`config.mk`:
```
export PLATFORM = sky130hd
export DESIGN_NAME = mnist_pixel_packer
export DESIGN_NICKNAME = d
export VERILOG_FILES = /design/src/rtl/mnist_pixel_packer.sv
export SDC_FILE = /design/constraint.sdc
export NUM_CORES = 2
export LEC_CHECK = 0
export CAP_MARGIN = 0
export CORE_AREA = 2 2 317 319
export CTS_CLUSTER_DIAMETER = 60
export CTS_CLUSTER_SIZE = 8
export DETAILED_ROUTE_END_ITERATION = 8
export DIE_AREA = 0 0 319 321
export HOLD_SLACK_MARGIN = 0.15
export SLEW_MARGIN = 5
export SYNTH_ARGS = -nofsm -noshare
export SYNTH_HDL_FRONTEND = slang
export SYNTH_SLANG_ARGS = --single-unit
```
`constraint.sdc`:
```
create_clock -name clk -period 64.4 [get_ports clk]
set_input_delay 12.88 -clock clk [delete_from_list [all_inputs] [get_ports clk]]
set_output_delay 12.88 -clock clk [all_outputs]
set_load 0.02 [all_outputs]
```
`src/rtl/mnist_pixel_packer.sv`:
```
// Binarizes an 8-bit MNIST pixel stream and packs each frame into a registered
// PIXELS-bit word for the layer-0 neuron LUTs, with short/long frame detection.
module mnist_pixel_packer #(
    parameter int PIXELS = 784,
    parameter int PIX_W  = 8,
    parameter int THRESH = 128,
    parameter int CNT_W  = 16
) (
    input  logic              clk,
    input  logic              rst,
    input  logic              s_valid,
    output logic              s_ready,
    input  logic [PIX_W-1:0]  s_data,
    input  logic              s_last,
    output logic              m_valid,
    input  logic              m_ready,
    output logic [PIXELS-1:0] m_data,
    output logic              err_short,
    output logic              err_long,
    output logic [CNT_W-1:0]  frame_cnt
);

    localparam int IDX_W = $clog2(PIXELS);
    localparam logic [IDX_W-1:0] IDX_LAST = IDX_W'(PIXELS - 1);

    typedef enum logic [1:0] {FILL, DRAIN, HOLD} state_t;

    state_t           state, state_nxt;
    logic [IDX_W-1:0] idx, idx_nxt;
    logic             mv_nxt, es_nxt, el_nxt, cnt_inc, wr_en;
    logic             accept, m_fire;

    function automatic logic binarize(input logic [PIX_W-1:0] pix);
        return {1'b0, pix} >= (PIX_W+1)'(THRESH);
    endfunction

    // s_ready depends only on the state register, never on m_ready.
    assign s_ready = (state != HOLD);
    assign accept  = s_valid & s_ready;
    assign m_fire  = m_valid & m_ready;

    always_comb begin
        state_nxt = state;
        idx_nxt   = idx;
        mv_nxt    = m_valid;
        es_nxt    = 1'b0;
        el_nxt    = 1'b0;
        cnt_inc   = 1'b0;
        wr_en     = 1'b0;

        if (m_fire) begin
            mv_nxt  = 1'b0;
            cnt_inc = 1'b1;
        end

        case (state)
            FILL: begin
                if (accept) begin
                    wr_en = 1'b1;
                    if (idx == IDX_LAST) begin
                        idx_nxt   = '0;
                        mv_nxt    = 1'b1;
                        state_nxt = s_last ? HOLD : DRAIN;
                        el_nxt    = ~s_last;
                    end else if (s_last) begin
                        idx_nxt = '0;
                        es_nxt  = 1'b1;
                    end else begin
                        idx_nxt = idx + 1'b1;
                    end
                end
            end
            DRAIN: begin
                // Once the frame has been taken during the drain, finish in FILL.
                if (accept && s_last)
                    state_nxt = (m_valid && !m_ready) ? HOLD : FILL;
            end
            HOLD: begin
                if (m_fire)
                    state_nxt = FILL;
            end
            default: state_nxt = FILL;
        endcase
    end

    always_ff @(posedge clk or posedge rst) begin
        if (rst) begin
            state     <= FILL;
            idx       <= '0;
            m_valid   <= 1'b0;
            err_short <= 1'b0;
            err_long  <= 1'b0;
            frame_cnt <= '0;
            m_data    <= '0;
        end else begin
            state     <= state_nxt;
            idx       <= idx_nxt;
            m_valid   <= mv_nxt;
            err_short <= es_nxt;
            err_long  <= el_nxt;
            if (cnt_inc)
                frame_cnt <= frame_cnt + 1'b1;
            if (wr_en)
                m_data[idx] <= binarize(s_data);
        end
    end

endmodule

```
==> reports/qor.tcl <==
set qor(run_status) {completed}
set qor(antenna_violating_nets_post_route) 0
set qor(power_share_of_the_sequential_group_pct) 45.8
set qor(drcViolationCount) 0
set qor(power.internal_w) 0.000862
set qor(synth_edf_count) 0
set qor(yosysSeqAreaShare_pct) 58.5
set qor(cts-root-buf) {clkbuf_16}
set qor(h-tree-depth) 3
set qor(routedWlPerCell_um) 28.8
set qor(yosysWarnings) 0
set qor(place_hpwl_um) 101000
set qor(area.growth.synth_to_final_pct) 34.6
set qor(grt_use_total_pct) 30.9
set qor(post-route-period-util_pct) 26.2
set qor(timing.final.hold_violations) 0
set qor(yosysTopAreaCellShare_pct) 58.5
set qor(slew_headroom_pct) 8.91
set qor(crit_path_top_delay_cell) {buf_4}
set qor(p_per_area_nw_per_um2) 24.3
set qor(finalSetupViolations) 0
set qor(worst_setup_hold_path_clk_slew_ns) 0.05
set qor(first_global_vias) 31100
set qor(tightest_slew_ns) 1.36
set qor(design.die.area_um2) 102000
set qor(post_cts_resized) 0
set qor(p_sw_w) 0.000277
set qor(fp.dieW_um) 319
set qor(start_kind) {input port}
set qor(syn_area_per_cell_um2) 9.38
set qor(synth_ff_type) {dfrtp_1}
set qor(max-cap-violations) 0
set qor(vdd_ir_drop_max_uv) 20.5
set qor(floorplan_core_area_um2) 99300
set qor(cts.repair_timing.setup_buffer_count) 0
set qor(final_estimated_routing_congestion_in_global_placement) 0.799
set qor(worstPathMaxFanout) 128
set qor(post-synth-top-area-cell) {dfrtp_1}
set qor(detail_route.iter0.violations) 3694
set qor(fraction_of_layout_cells_with_a_size_suffix_above_1_pct) 9.15
set qor(final.setup_skew_ns) 0.0267
set qor(finalNetCount) 4330
set qor(required_ns) 65.05
set qor(final_hold_slack_ns) 0.471
set qor(synth.area.top_cells) {dfrtp_1, nand3_1, o21ai_0}
set qor(route.detailed.vias_per_inst) 5.71
set qor(timing.hold.worst.class) {reg -> reg}
set qor(synth_cells) 3717
set qor(boundaryPins) 817
set qor(clockPowerShare_pct) 48.7
set qor(grt_pass1_wl_um) 230000
set qor(die_h_um) 321
set qor(max_clock_freq_mhz) 59.3
set qor(fillers) 9293
set qor(clock_sinks) 815
set qor(final_max_slew_viol_count) 0
set qor(timing.critical_path.slowest_cell_delay_ns) 0.91
set qor(rsz_0062_raised_after_global_routing) {no}
set qor(routed-via-count) 32200
set qor(power_frac_comb_pct) 5.5
set qor(grt_start_max_net_pins) 226
set qor(final.min_clock_period_ns) 16.87
set qor(routed_wirelength_um) 162000
set qor(critPathTopFamily) {buffers and inverters}
set qor(portBuffers) 809
set qor(floorplan.initialDensity_pct) 35.1
set qor(cts_tree) {built}
set qor(critPathArrivalTime_ns) 17.52
set qor(grt_antenna_before_repair) 9
set qor(synth_cell_type_count) 49
set qor(critical_path.endpoint_type) {async pin}
set qor(final_common_cell) {dfrtp_1}
set qor(power.share.switching_pct) 24.3
set qor(cp_common_cell) {buf_4}
set qor(synthArstFlopShare_pct) 100
set qor(synthesis.area_um2) 34800
set qor(worst-path-buf-inv) 6
set qor(placement_rows) 116
set qor(critical_path_cell_sequence) {clkdlybuf4s50_1, inv_8, buf_4, buf_4, buf_4, buf_4}
set qor(synth_fp_nets) 3735
set qor(worst_skew_pair.late_latency_ns) 0.69
set qor(leakagePower_nw) 23.0
set qor(tritoncts.num_buffers) 115
set qor(grt_overflow) 0
set qor(postSynthRegisterBits) 815
set qor(drt-pass1-iter-count) 6
set qor(finalSetupTns_ns) 0
set qor(timing.setup.critical_path_class) {in -> async}
set qor(post_cts_hold_buffer_count) 0
set qor(max-clock-path-buffers) 3
set qor(most_frequent_cells_in_the_layout) {dfrtp_1, clkdlybuf4s50_1, nand2_1}
per-layer routing:
layer	wire, µm	vias up	share of wire, %	track usage, %
met5	0	-	0	0
met3	15400	372	9.5	8.31
li1	-	13700	-	-
met4	8330	0	5.1	15.1
met1	64500	16200	40	39.8
met2	74100	1886	46	48.1
Yosys cell counts (5+ instances only):
cell type / n
and4b_1: 12
dfrtp_1: 815
nand4_1: 9
a21oi_1: 5
o21ai_0: 669
clkbuf_2: 11
nor2_1: 86
and2_1: 17
nand2_1: 795
buf_2: 54
and2_0: 14
nand2b_1: 5
xor2_1: 6
mux2_4: 40
xnor2_1: 9
mux2_1: 10
ha_1: 5
clkbuf_1: 325
mux2_2: 75
and4bb_2: 12
buf_6: 6
nand3_1: 678
flip-flops by register name (all words and copies together), names as in the netlist:
name	cells
m_data	784
frame_cnt	16
idx	10
state	2
err_long	1
err_short	1
m_valid	1
layout make-up:
type                    instances  area, µm²  share of cell area [%]
flip-flops and latches        815      20400                    43.5
multi-input cells            2500      13100                    27.9
repair buffers                876       8640                    18.4
clock buffers                 124       3000                    6.39
well taps                    1298       1620                    3.46
clock inverters                11        145                   0.309
inverters                       4       22.5                  0.0480
diodes                          3       7.51                  0.0160
path summary, 6_finish.rpt:
| path | startpoint | end | slack [ns] | depth (start not counted) |
|---|---|---|---|---|
| min in group asynchronous | rst | m_data[564] | 12.75 | 2 |
| max reg2reg | state[1] | m_data[780] | 60.89 | 6 |
| min reg2reg | frame_cnt[15] | frame_cnt[15] | 0.47 | 1 |
| max in group clk | s_data[7] | m_data[460] | 48.36 | 6 |
| min | frame_cnt[15] | frame_cnt[15] | 0.47 | 1 |
| max | rst | m_data[43] | 47.53 | 6 |
metrics by stage:
step                      cells  setup WS, ns  power (W)  utilization [%]  instance area (µm²)
after floorplan            3717         28.63   0.000565                -                34800
after global routing       5628         46.86    0.00117             47.2                46900
after global placement     5493         46.63   0.000592             44.1                43800
after CTS                  5628         47.41    0.00115             47.2                46900
final                      5631         47.53    0.00114             47.2                46900
after detailed placement   5493         46.64   0.000592             44.1                43800
cells by family (layout without fill, tap and decap cells):
group / count (synthesis) / count (layout) / share of synthesized area (%)
AO/OA/AOI/OAI: 687 / 687 / 9.96
XOR/XNOR: 15 / 15 / 0.377
adder cells (fa/ha/maj): 5 / 5 / 0.180
buffers and inverters: 402 / 1015 / 4.69
flip-flops: 815 / 815 / 58.5
multiplexers: 125 / 125 / 4.47
other: 0 / 3 / 0
AND/OR/NAND/NOR: 1668 / 1668 / 21.8
power by group through the flow:
stage | combinational (W) | clock, W | sequential [W]
3_3_place_gp | 0.0000626 | 0 | 0.000530
5_1_grt | 0.0000668 | 0.000584 | 0.000522
6_report | 0.0000624 | 0.000555 | 0.000522
3_5_place_dp | 0.0000627 | 0 | 0.000530
4_1_cts | 0.0000627 | 0.000563 | 0.000521
2_1_floorplan | 0.0000303 | 0 | 0.000535
worst register-to-register path, cell delays in order, from the launching register on:
cell	delay, ns
dfrtp_1	0.47
nor3b_4	0.77
buf_4	0.52
and2_1	0.68
buf_4	0.45
nand2_1	0.16
mux2_1	0.36
Power figures use the tool's default switching activity.
